--- src/rtl/seg7_pkg.sv ---
// Shared 7-segment definitions: segment bit order, blank pattern and the
// active-low hex glyph table used by every display block.
package seg7_pkg;

  localparam logic [6:0] SEG_OFF = 7'h7F;

  localparam int unsigned SEG_A = 0;
  localparam int unsigned SEG_B = 1;
  localparam int unsigned SEG_C = 2;
  localparam int unsigned SEG_D = 3;
  localparam int unsigned SEG_E = 4;
  localparam int unsigned SEG_F = 5;
  localparam int unsigned SEG_G = 6;

  // Entry n is the active-low {g,f,e,d,c,b,a} pattern for hex digit n.
  localparam logic [15:0][6:0] HEX7_LUT = {
    7'h0E, 7'h06, 7'h21, 7'h46, 7'h03, 7'h08, 7'h10, 7'h00,
    7'h78, 7'h02, 7'h12, 7'h19, 7'h30, 7'h24, 7'h79, 7'h40
  };

  function automatic logic [6:0] hex7(input logic [3:0] digit);
    return HEX7_LUT[digit];
  endfunction

endpackage

--- src/rtl/seg7_scan_driver_if.sv ---
// Display data and drive bundle between a value source and seg7_scan_driver.
interface seg7_scan_driver_if #(
  parameter int unsigned NUM_DIGITS = 4
);

  logic [4*NUM_DIGITS-1:0] value;
  logic [NUM_DIGITS-1:0]   blank;
  logic [NUM_DIGITS-1:0]   dp;
  logic                    lz_en;
  logic [NUM_DIGITS-1:0]   an;
  logic [6:0]              seg;
  logic                    dp_n;
  logic                    frame_start;

  modport master (
    output value, blank, dp, lz_en,
    input  an, seg, dp_n, frame_start
  );

  modport slave (
    input  value, blank, dp, lz_en,
    output an, seg, dp_n, frame_start
  );

endinterface

--- src/rtl/seg7_hex_decoder.sv ---
// Combinational 4-bit hex digit to active-low {g,f,e,d,c,b,a} segment decoder.
module seg7_hex_decoder
  import seg7_pkg::*;
(
  input  logic [3:0] digit,
  output logic [6:0] seg
);

  logic [6:0] code;

  always_comb begin
    code = hex7(digit);
    seg  = {code[SEG_G], code[SEG_F], code[SEG_E], code[SEG_D],
            code[SEG_C], code[SEG_B], code[SEG_A]};
  end

endmodule

--- src/rtl/seg7_scan_driver.sv ---
// Time-multiplexed common-anode 7-segment driver advanced by scan_clk rising
// edges, with per-frame latching, blanking, decimal points and zero blanking.
module seg7_scan_driver
  import seg7_pkg::*;
#(
  parameter int unsigned NUM_DIGITS = 4,
  parameter int unsigned IDX_W      = 2
) (
  input  logic                clk_in,
  input  logic                rst,
  input  logic                scan_clk,
  seg7_scan_driver_if.slave   bus
);

  localparam logic [IDX_W-1:0] LAST_IDX = IDX_W'(NUM_DIGITS - 1);

  logic                    scan_q;
  logic                    rise;
  logic                    load;
  logic                    load_pend;
  logic [IDX_W-1:0]        idx;
  logic [4*NUM_DIGITS-1:0] value_f;
  logic [NUM_DIGITS-1:0]   blank_f;
  logic [NUM_DIGITS-1:0]   dp_f;
  logic [NUM_DIGITS-1:0]   supp;
  logic                    zero_run;
  logic [3:0]              cur_digit;
  logic [6:0]              cur_seg;

  assign rise      = scan_clk & ~scan_q;
  assign load      = load_pend | (rise & (idx == LAST_IDX));
  assign cur_digit = value_f[{idx, 2'b00} +: 4];

  // Walk from the most significant digit down; a digit is blanked only while
  // every digit above it (and itself) is zero. Digit 0 always shows.
  always_comb begin
    supp     = '0;
    zero_run = 1'b1;
    for (int unsigned i = 0; i < NUM_DIGITS; i++) begin
      zero_run = zero_run & (value_f[4*(NUM_DIGITS-1-i) +: 4] == 4'h0);
      if (i != NUM_DIGITS - 1)
        supp[NUM_DIGITS-1-i] = bus.lz_en & zero_run;
    end
  end

  seg7_hex_decoder u_dec (
    .digit (cur_digit),
    .seg   (cur_seg)
  );

  always_ff @(posedge clk_in) begin
    if (rst) begin
      scan_q    <= 1'b0;
      idx       <= '0;
      load_pend <= 1'b1;
      value_f   <= '0;
      blank_f   <= '0;
      dp_f      <= '0;
    end else begin
      scan_q <= scan_clk;
      if (rise)
        idx <= (idx == LAST_IDX) ? '0 : idx + IDX_W'(1);
      if (load) begin
        value_f   <= bus.value;
        blank_f   <= bus.blank;
        dp_f      <= bus.dp;
        load_pend <= 1'b0;
      end
    end
  end

  // an and seg come from the same idx on the same edge, so no ghosting cycle.
  always_ff @(posedge clk_in) begin
    if (rst) begin
      bus.an          <= '1;
      bus.seg         <= SEG_OFF;
      bus.dp_n        <= 1'b1;
      bus.frame_start <= 1'b0;
    end else begin
      bus.an          <= ~(NUM_DIGITS'(1) << idx);
      bus.seg         <= (blank_f[idx] | supp[idx]) ? SEG_OFF : cur_seg;
      bus.dp_n        <= ~dp_f[idx];
      bus.frame_start <= load;
    end
  end

endmodule

--- src/flat_wrapper.sv ---
// flat-port wrapper written by rule: the top's interface ports become plain ports
module seg7_scan_driver_flat import seg7_pkg::*;
#(
  parameter int unsigned NUM_DIGITS = 4,
  parameter int unsigned IDX_W      = 2
)
  (clk_in, rst, scan_clk, bus_value, bus_blank, bus_dp, bus_lz_en, bus_an, bus_seg, bus_dp_n, bus_frame_start);
  seg7_scan_driver_if #(.NUM_DIGITS(NUM_DIGITS)) bus_i ();
  input  logic clk_in;
  input  logic rst;
  input  logic scan_clk;
  input wire logic [$bits(bus_i.value)-1:0] bus_value;
  input wire logic [$bits(bus_i.blank)-1:0] bus_blank;
  input wire logic [$bits(bus_i.dp)-1:0] bus_dp;
  input wire logic [$bits(bus_i.lz_en)-1:0] bus_lz_en;
  output wire logic [$bits(bus_i.an)-1:0] bus_an;
  output wire logic [$bits(bus_i.seg)-1:0] bus_seg;
  output wire logic [$bits(bus_i.dp_n)-1:0] bus_dp_n;
  output wire logic [$bits(bus_i.frame_start)-1:0] bus_frame_start;
  assign bus_i.value = bus_value;
  assign bus_i.blank = bus_blank;
  assign bus_i.dp = bus_dp;
  assign bus_i.lz_en = bus_lz_en;
  assign bus_an = bus_i.an;
  assign bus_seg = bus_i.seg;
  assign bus_dp_n = bus_i.dp_n;
  assign bus_frame_start = bus_i.frame_start;
  seg7_scan_driver #(.NUM_DIGITS(NUM_DIGITS), .IDX_W(IDX_W)) u_core (.clk_in(clk_in), .rst(rst), .scan_clk(scan_clk), .bus(bus_i));
endmodule
--- config.mk ---
export PLATFORM = sky130hd
export DESIGN_NAME = seg7_scan_driver_flat
export DESIGN_NICKNAME = d
export VERILOG_FILES = /design/src/rtl/seg7_pkg.sv /design/src/rtl/seg7_scan_driver_if.sv /design/src/rtl/seg7_hex_decoder.sv /design/src/rtl/seg7_scan_driver.sv /design/src/flat_wrapper.sv
export SDC_FILE = /design/constraint.sdc
export NUM_CORES = 1
export LEC_CHECK = 0
export ABC_AREA = 0
export BUFFER_PORTS_ARGS = -buffer_cell sky130_fd_sc_hd__buf_2
export CORE_AREA = 2 2 59 75
export DETAILED_ROUTE_END_ITERATION = 8
export DIE_AREA = 0 0 61 77
export GPL_ROUTABILITY_DRIVEN = 1
export PLACE_DENSITY = 0.8
export SLEW_MARGIN = 30
export SYNTH_ARGS = -nofsm -noshare
export SYNTH_HDL_FRONTEND = slang
export SYNTH_HIERARCHICAL = 1
export SYNTH_SLANG_ARGS = --single-unit
--- constraint.sdc ---
create_clock -name clk_in -period 6.5 [get_ports clk_in]
set_input_delay 0.325 -clock clk_in [delete_from_list [all_inputs] [get_ports clk_in]]
set_output_delay 0.325 -clock clk_in [all_outputs]
set_load 0.02 [all_outputs]
After elaboration in Yosys (flattened, before gate mapping):

Memories as Yosys holds them, arrays and structs flattened. A register that Yosys moved wholly into a read port is not among the register bits.
Index checks and enable logic that the tools add are counted.
W data, S select, Z words.

* add/sub/neg operators: 1
* $mul: 0
* div/mod/pow operators: 0
* $lt $le $gt $ge: 1
* equality and inequality tests: 1
* shifts and indexed selects: 2
* muxes and demuxes: 7
* bitwise gates (word level): 12
* reduce and logical (&&, ||, !) cells: 4

Operator list (count)
* $shiftx A16 B5 Y4: 1
* $logic_not A4 Y1: 3
* $and A1 B1 Y1: 7
* $bmux W1 S2: 3
* $not A4 Y4: 1
* $shl A1 B2 Y4 const A: 1
* $lt A2 B3 Y1 const B: 1
* $mux W1: 3
* $add A2 B1 Y2 const B: 1
* $eq A2 B2 Y1 const B: 1
* $mux W2: 1
* $not A1 Y1: 2
* $or A1 B1 Y1: 2
* $reduce_or A2 Y1: 1

* register bits after elaboration: 34
* bits in latches: 0
* memory bits (writable): 0
* memory bits (read-only): 112
* input bits: 28
* output and inout bits: 13
* memories kept: 1

Memories
* (no name shown): words 16, width 7, read ports 1, clocked after memory_dff 1, wr ports 0, RTL line seg7_pkg.sv:22 `return HEX7_LUT[digit];`

Logic depth before layout (Yosys ltp):

Gate-level depths: netlist (run 1).

* depth in word-level cells: 8
* gate-level depth with buffers: 9

By module:

The synthesis (run 1) kept the hierarchy.

By module, submodules not included
* seg7_scan_driver: instances 1, cells each 177, area each 1684.1 sq um, seq. area each 820.8 sq um
* seg7_hex_decoder: instances 1, cells each 32, area each 275.3 sq um, seq. area each 0.0 sq um

Worst setup path after synthesis (run 1):

Ideal clock, no wire load.

* kind: reg-to-reg
* start: register u_core.idx[0]
* end: register u_core.bus.seg[3]
* arrival time: 2.240 ns
* setup slack: 4.127 ns
* cell stages (with the launch flop): 9
* path through: dfxtp_1 > clkbuf_8 > mux4_1 > inv_1 > ha_1 > inv_1 > mux4_1 > nor3_1 > o21ai_1

RTL lines
* from (decl): RTL line seg7_scan_driver.sv:21 `logic [IDX_W-1:0] idx;`
* from (signal assigned): RTL line seg7_scan_driver.sv:62 `idx <= (idx == LAST_IDX) ? '0 : idx + IDX_W'(1);`
* $shiftx A16 B5 Y4: RTL line seg7_scan_driver.sv:32 `assign cur_digit = value_f[{idx, 2'b00} +: 4];`
* net u_core.cur_digit[0]: RTL line seg7_scan_driver.sv:27 `logic [3:0] cur_digit;`
* to (decl): RTL line seg7_scan_driver_if.sv:22 `output an, seg, dp_n, frame_start`

The timed path passes the listed nets, and every way through them passes these cells. The select of a mux whose other input is x is not followed.
A chain may end at the register's enable or synchronous reset.

Worst setup path in the final report (run 1):

Same ends and word-level chain as after synthesis.

==> results_dict.tcl, run 1 <==
set metrics [dict create \
    p_leak_uw 0.000901 \
    slew_viol_final 0 \
    core-area_mm2 0.00400 \
    synth.most_common_cell "dfxtp_1" \
    syn_area_mm2 0.00196 \
    drt_iter0_markers 62 \
    grt.met1_usage_pct 22.7 \
    fmax_mhz 373 \
    drv_cap 0 \
    die-height_um 77 \
    post_cts_buffers 0 \
    synth_nets 248 \
    dp_hpwl_um 2800 \
    grt_pass1_wl_um 6740 \
    antenna_cells 0 \
    grt_usage_pct 18.7 \
    finalNetCount 278 \
    multi_input_area_mm2 0.00101 \
    grt_util_met3_pct 5.40 \
    critPathRequiredTime_ns 6.66 \
    drive_gt1_share_pct 23.3 \
    ff_latch_area_um2 821 \
    crit_arrival_ns 2.84 \
    gr-usage-met2_pct 31.2 \
    overflow 0 \
    fill_cells 367 \
    clockRootBuffer "clkbuf_8" \
    hold_viol 0 \
    yosysWarnings 6 \
    worst-path-max-fanout 13 \
    end_kind "register" \
    detail_route.vias_per_cell 5.55 \
    async_reset_ff_share_pct 0 \
    clk_pin_slew_ns 0.08 \
    synthToLayoutAreaGrowth_pct 15.6 \
    clk_latency_ns 0.30 \
    ioPinCount 41 \
    drc_errors 0 \
    yosys.area.top_type "dfxtp_1" \
    portBuffers 40 \
    synth_top_area_share_pct 41.9 \
    fin_worst_skew_ns 0.00928 \
    synth-seq-area-share_pct 41.9 \
    antenna_left 0 \
    grt_busiest_layer "met2" \
    synth.distinct_cells 32 \
    num_vias 1643 \
    dpl_worst_slack_ns 3.80 \
    worst_pin_slew_ns 0.918 \
    grt_max_degree 42 \
    hold_class "input port to register" \
    numCtsBuffers 5 \
    post-route-cell-area_mm2 0.00227 \
    status "completed" \
    fin_crit_ns 2.68 \
    avgSynthCellArea_um2 9.38 \
    timing.final.crit_share_pct 41.2 \
    dr.pass1.iters 4 \
    grt_pass1_vias 1502 \
    die_w_um 61 \
    ys.flop_type "dfxtp_1" \
    setup_ws_ns 3.82 \
    ys_ff_latch 41 \
    whs_ns 0.287 \
    synth_cells 209 \
    critPathKind "register to register" \
    die_area_mm2 0.00470 \
    finalSetupTns_ns 0 \
    wirelength_um 3900 \
    cts_tree "done" \
    power_density_mw_per_mm2 272 \
    wl_per_cell_um 13.2 \
    synth_edf_count 0 \
    htreeDepth 2 \
    clockBufferDepth 2 \
    crit_path_start_kind "register" \
    synthTopCellsByArea "dfxtp_1 (42%), ha_1 (7.0%), a21oi_1 (6.6%)" \
    num_rows 26 \
    synthTopCellsByCount "dfxtp_1 (41), a21oi_1 (26), o21ai_0 (26), nand3_1 (24), ha_1 (11)" \
    vdd_drop_max_mv 0.174 \
    cts-hold-fix-buffers 0 \
    cts.sinks 41 \
    start_util_pct 49.0 \
    postCtsResizedCells 0 \
    antenna_found_initial 0 \
    power_uw 616 \
    place.gp.congestion 0.746 \
    placed_area_mm2 0.00213 \
    relSlewSlack_pct 38.6 \
    finalSetupViolations 0 \
    rsz0062_at_grt "no" \
]
## sequential cells by signal (all words and copies together), names as in the netlist
register	cells
u_core/bus.frame_start	1
u_core/bus.dp_n	1
u_core/load_pend	1
u_core/value_f	16
u_core/blank_f	4
u_core/dp_f	4
u_core/idx	2
u_core/bus.an	4
u_core/bus.seg	7
u_core/scan_q	1
## layer usage
metal | vias up | wire (um)
met3 | 7 | 247
met2 | 53 | 2050
met4 | 0 | 50
met1 | 771 | 1550
met5 | - | 0
li1 | 812 | -
## critical path: stages, from the launching register on
cell and delay (ns):
dfxtp_1 0.67, mux4_1 0.75, inv_1 0.19, ha_1 0.15, inv_1 0.06, mux4_1 0.47
nor3_1 0.16, o21ai_1 0.08
## final timing paths
path / start / end / slack [ns] / cells past startpoint
max: u_core/idx[0]$_SDFFE_PP0P_ / u_core/bus.seg[3]$_SDFF_PP1_ / 3.82 / 7
min: bus_blank[2] / u_core/blank_f[2]$_SDFFE_PP0P_ / 0.29 / 3
max reg2reg: u_core/idx[0]$_SDFFE_PP0P_ / u_core/bus.seg[3]$_SDFF_PP1_ / 3.82 / 7
min reg2reg: u_core/dp_f[3]$_SDFFE_PP0P_ / u_core/dp_f[3]$_SDFFE_PP0P_ / 0.47 / 2
## power breakdown
part	internal [uW]	leakage [uW]	switching, uW
combinational	43.0	0.000493	53.1
clock	152	0.0000681	84.9
sequential	269	0.000339	13.0
total	465	0.000901	151
## kinds of logic after synthesis
kind of cell / share of synthesized area [%]
simple gates: 14.9
buf+inv: 6.32
compound gates: 17.4
mux: 12.5
flops: 41.9
fa+ha+maj: 7.02
## layout make-up
class,count,area share [%]
inverter,7,1.16
clock buffer,5,3.04
timing repair buffer,40,8.83
clock inverter,3,2.87
sequential,41,36.2
multi-input combinational,144,44.8
tap,56,3.09
## cells in the final DEF, fill, tap and decap left out, types with 2 or more instances in the layout
| cell type | count |
|---|---|
| a21oi_1 | 26 |
| a22o_1 | 2 |
| buf_2 | 40 |
| bufinv_16 | 2 |
| clkbuf_8 | 5 |
| dfxtp_1 | 41 |
| ha_1 | 11 |
| inv_1 | 6 |
| mux2i_1 | 6 |
| mux4_1 | 4 |
| mux4_2 | 3 |
| nand2b_1 | 5 |
| nand3_1 | 24 |
| nor2_1 | 8 |
| nor2b_1 | 2 |
| nor3_1 | 8 |
| nor4_1 | 2 |
| o21ai_0 | 26 |
| o21ai_1 | 7 |
## per-stage QoR
| step | utilization, % | std cells |
|---|---|---|
| floorplan | - | 209 |
| global placement | 53.3 | 288 |
| detailed placement | 53.3 | 288 |
| CTS | 56.6 | 296 |
| global route | 56.6 | 296 |
| finish | 56.6 | 296 |
(Power assumes the default switching activity.)
==> inputs of run 2 (changes only) <==
==> constraint.sdc (replaced) <==
create_clock -name clk_in -period 2.6 [get_ports clk_in]
set_input_delay 0.13 -clock clk_in [delete_from_list [all_inputs] [get_ports clk_in]]
set_output_delay 0.13 -clock clk_in [all_outputs]
set_load 0.02 [all_outputs]
==> results_dict.tcl, run 2 (same netlist as run 1, synthesis figures left out) <==
set metrics [dict create \
    status "completed" \
    dpl_worst_slack_ns 0.172 \
    p_leak_uw 0.000902 \
    drv_cap 0 \
    utilization_pct 56.3 \
    die_area_mm2 0.00470 \
    clk_pin_slew_ns 0.07 \
    placed_cells 293 \
    num_vias 1635 \
    fill_cells 380 \
    antenna_cells 0 \
    multi_input_area_mm2 0.00101 \
    dr.pass1.iters 4 \
    portBuffers 40 \
    largestRegisters "u_core/value_f x16, u_core/bus.seg x7" \
    crit_path_start_kind "register" \
    dp_hpwl_um 2880 \
    finalSetupTns_ns 0 \
    critPathKind "register to register" \
    rsz0062_at_grt "no" \
    vdd_drop_max_mv 0.334 \
    wl_per_cell_um 13.6 \
    fmax_mhz 409 \
    fin_worst_skew_ns 0.00472 \
    post_cts_buffers 0 \
    finalNetCount 283 \
    cts.sinks 41 \
    detail_route.vias_per_cell 5.43 \
    end_kind "register" \
    power_uw 1350 \
    relSlewSlack_pct 52.1 \
    largest_reg_flops 16 \
    critPathRequiredTime_ns 2.76 \
    die-height_um 77 \
    postCtsResizedCells 0 \
    setup_ws_ns 0.152 \
    overflow 0 \
    place.gp.congestion 0.792 \
    layout.cells.non_filler 301 \
    ff_latch_area_um2 821 \
    grt_max_degree 42 \
    num_rows 26 \
    slew_viol_final 0 \
    start_util_pct 49.0 \
    cts_tree "done" \
    regMostFlops "u_core/value_f" \
    hold_viol 0 \
    synthToLayoutAreaGrowth_pct 14.9 \
    ioPinCount 41 \
    drt_iter0_markers 58 \
    die_w_um 61 \
    clockRootBuffer "clkbuf_8" \
    htreeDepth 2 \
    clk_latency_ns 0.29 \
    clockBufferDepth 2 \
    grt_pass1_vias 1626 \
    reg2reg_from "u_core/idx[0]$_SDFFE_PP0P_" \
    timing.final.crit_share_pct 94.1 \
    antenna_found_initial 0 \
    worst_pin_slew_ns 0.716 \
    final_cell_mix "dfxtp_1 (41), buf_2 (40), o21ai_0 (26), a21oi_1 (26), nand3_1 (24)" \
    reg2reg_depth 7 \
    whs_path_depth 3 \
    grt_pass1_wl_um 7120 \
    antenna_left 0 \
    power_density_mw_per_mm2 601 \
    numCtsBuffers 5 \
    fin_crit_ns 2.45 \
    drc_errors 0 \
    final_common_cell "dfxtp_1" \
    startpoint "u_core/idx[0]$_SDFFE_PP0P_" \
    hp-start "bus_value[6]" \
    hold_class "input port to register" \
    core-area_mm2 0.00400 \
    finalSetupViolations 0 \
    drive_gt1_share_pct 24.5 \
    worst-path-max-fanout 7 \
    grt_usage_pct 19.9 \
    cts-hold-fix-buffers 0 \
    wirelength_um 4100 \
    crit_arrival_ns 2.61 \
]
-- run 2: cell count changes in the layout (fill, tap and decap cells not counted) --
cell	change
buf_4	+5
bufinv_16	-2
clkbuf_1	+1
clkinv_2	+1
-- run 2: area by class of cell --
class                   count  area share [%]
repair buffers             45            10.6
multi-input cells         144            45.1
clock buffers               6            3.22
inverters                   7            1.17
well taps                  56            3.11
flip-flops and latches     41            36.4
clock inverters             2           0.444
-- run 2: per-stage QoR --
step                cell area, um^2  hold WS [ns]
global placement               2170         0.395
floorplan                      1960         0.220
global route                   2250        0.0913
finish                         2250        0.0986
detailed placement             2170         0.398
CTS                            2250        0.0918
-- run 2: worst max-delay path: stages (launching register included) --
cell,delay [ns]
dfxtp_1,0.45
mux4_1,0.73
inv_1,0.20
ha_1,0.15
inv_1,0.04
mux4_1,0.47
nor3_1,0.18
o21ai_1,0.08
-- run 2: power breakdown --
group,internal [uW],switching (uW)
Sequential,673,22.6
Combinational,113,147
Clock,186,211
-- run 2: layer usage --
metal  share of wire [%]  routed length [um]  GRT usage [%]  vias up
met5                   0                   0              0        -
met4                 2.4                  97           10.2        0
met3                 5.3                 218           3.71       12
met2                  52                2130           33.8       58
met1                  40                1660           22.9      744
li1                    -                   -              -      821
-- run 2: worst paths after layout --
kind	slack [ns]	endpoint
setup / recovery	0.15	u_core/bus.seg[3]$_SDFF_PP1_
hold / removal	0.1	u_core/value_f[6]$_SDFFE_PP0P_
setup reg to reg	0.15	u_core/bus.seg[3]$_SDFF_PP1_
hold reg to reg	0.47	u_core/blank_f[3]$_SDFFE_PP0P_
==> inputs of run 3 (changes only) <==
--- a/config.mk
+++ b/config.mk
@@ -7,11 +7,11 @@
 export LEC_CHECK = 0
 export ABC_AREA = 0
 export BUFFER_PORTS_ARGS = -buffer_cell sky130_fd_sc_hd__buf_2
-export CORE_AREA = 2 2 59 75
+export CORE_AREA = 2 2 58 74
 export DETAILED_ROUTE_END_ITERATION = 8
-export DIE_AREA = 0 0 61 77
+export DIE_AREA = 0 0 60 76
 export GPL_ROUTABILITY_DRIVEN = 1
-export PLACE_DENSITY = 0.8
+export PLACE_DENSITY = 0.82
 export SLEW_MARGIN = 30
 export SYNTH_ARGS = -nofsm -noshare
 export SYNTH_HDL_FRONTEND = slang
==> results_dict.tcl, run 3 (same netlist as run 1, synthesis figures left out) <==
set metrics [dict create \
    power_frac_seq_pct 51.2 \
    rsz0062_at_grt "no" \
    power_density_mw_per_mm2 602 \
    post_cts_buffers 0 \
    combinationalPowerShare_pct 19.1 \
    grt_pass1_vias 1429 \
    htreeDepth 2 \
    worst-path-max-fanout 7 \
    antenna_cells 0 \
    relSlewSlack_pct 53.7 \
    fill_cells 365 \
    cts-hold-fix-buffers 0 \
    worst_pin_slew_ns 0.691 \
    fin_crit_ns 2.30 \
    placed_area_mm2 0.00217 \
    wirelength_um 3990 \
    multi_input_area_mm2 0.00101 \
    overflow 0 \
    placed_cells 293 \
    num_vias 1610 \
    portBuffers 40 \
    postCtsResizedCells 0 \
    clk_pin_slew_ns 0.08 \
    p_sw_uw 382 \
    dp_hpwl_um 2730 \
    slew_viol_final 0 \
    ioPinCount 41 \
    internal_power_uw 973 \
    detail_route.vias_per_cell 5.35 \
    largestRegisters "u_core/value_f x16, u_core/bus.seg x7" \
    core-area_mm2 0.00394 \
    clockBufferDepth 2 \
    num_rows 26 \
    finalSetupViolations 0 \
    hold_class "input port to register" \
    power_uw 1360 \
    ff_latch_area_um2 821 \
    status "completed" \
    p_leak_uw 0.000902 \
    antenna_left 0 \
    die_w_um 60 \
    largest_reg_flops 16 \
    critPathKind "register to register" \
    finalNetCount 283 \
    place.gp.congestion 0.822 \
    final_cell_mix "dfxtp_1 (41), buf_2 (40), o21ai_0 (26), a21oi_1 (26), nand3_1 (24)" \
    clkPwrFrac_pct 29.6 \
    drive_gt1_share_pct 24.5 \
    clockRootBuffer "clkbuf_8" \
    antenna_found_initial 0 \
    drt_iter0_markers 53 \
    start_util_pct 49.8 \
    grt_pass1_wl_um 6510 \
    wl_per_cell_um 13.3 \
    vdd_drop_max_mv 0.378 \
    dr.pass1.iters 6 \
    critPathRequiredTime_ns 2.77 \
    die-height_um 76 \
    end_kind "register" \
    post-route-cell-area_mm2 0.00225 \
    crit_arrival_ns 2.47 \
    cts_tree "done" \
    clk_latency_ns 0.30 \
    synthToLayoutAreaGrowth_pct 14.9 \
    drc_errors 0 \
    die_area_mm2 0.00456 \
    fmax_mhz 435 \
    p_sw_share_pct 28.2 \
    numCtsBuffers 5 \
    cts.sinks 41 \
    timing.final.crit_share_pct 88.5 \
    regMostFlops "u_core/value_f" \
    finalSetupTns_ns 0 \
    utilization_pct 57.2 \
    grt_usage_pct 18.7 \
    drv_cap 0 \
    crit_path_start_kind "register" \
    grt_max_degree 42 \
    layout.cells.non_filler 301 \
    fin_worst_skew_ns 0.00619 \
    final_common_cell "dfxtp_1" \
    hold_viol 0 \
]
==> run 3: cell counts in the layout (fill, tap and decap cells not counted) <==
Identical to the previous run, type by type.
==> run 3: critical path, cell delays in order (launching register included) <==
cell     delay, ns
dfxtp_1       0.39
mux4_1        0.69
inv_1         0.17
ha_1          0.15
inv_1         0.05
mux4_1        0.47
nor3_1        0.17
o21ai_1       0.08
==> run 3: cell type report <==
| cell class | instances | area share, % |
|---|---|---|
| tap | 56 | 3.11 |
| clock buffer | 6 | 3.22 |
| sequential | 41 | 36.4 |
| timing repair buffer | 45 | 10.6 |
| multi-input combinational | 144 | 45.1 |
| clock inverter | 2 | 0.444 |
| inverter | 7 | 1.17 |
==> run 3: path summary, 6_finish.rpt <==
kind,from,end,slack (ns),cells past startpoint
worst min register to register,u_core/dp_f[3]$_SDFFE_PP0P_,u_core/dp_f[3]$_SDFFE_PP0P_,0.48,2
worst max register to register,u_core/idx[0]$_SDFFE_PP0P_,u_core/bus.seg[3]$_SDFF_PP1_,0.30,7
worst max-delay path,u_core/idx[0]$_SDFFE_PP0P_,u_core/bus.seg[3]$_SDFF_PP1_,0.30,7
worst min-delay path,scan_clk,u_core/scan_q$_SDFF_PP0_,0.08,2
==> run 3: per-stage QoR <==
step	hold WS [ns]	setup WS [ns]
3_5_place_dp	0.391	0.299
2_1_floorplan	0.220	0.227
3_3_place_gp	0.379	0.357
6_report	0.0831	0.300
4_1_cts	0.0819	0.285
5_1_grt	0.0986	0.161
==> run 3: power groups by stage <==
stage                     clock network [uW]  registers, uW  logic (uW)
after floorplan                            0            733         166
after global placement                     0            708         251
after detailed placement                   0            709         257
after CTS                                410            694         259
after global routing                     431            699         289
final                                    401            694         259
==> run 3: routing by layer <==
layer	global-route usage, %	part of all wire [%]
met5	0	0
met4	10.7	1.5
met3	2.55	3.1
met2	30.8	52
met1	22.5	43
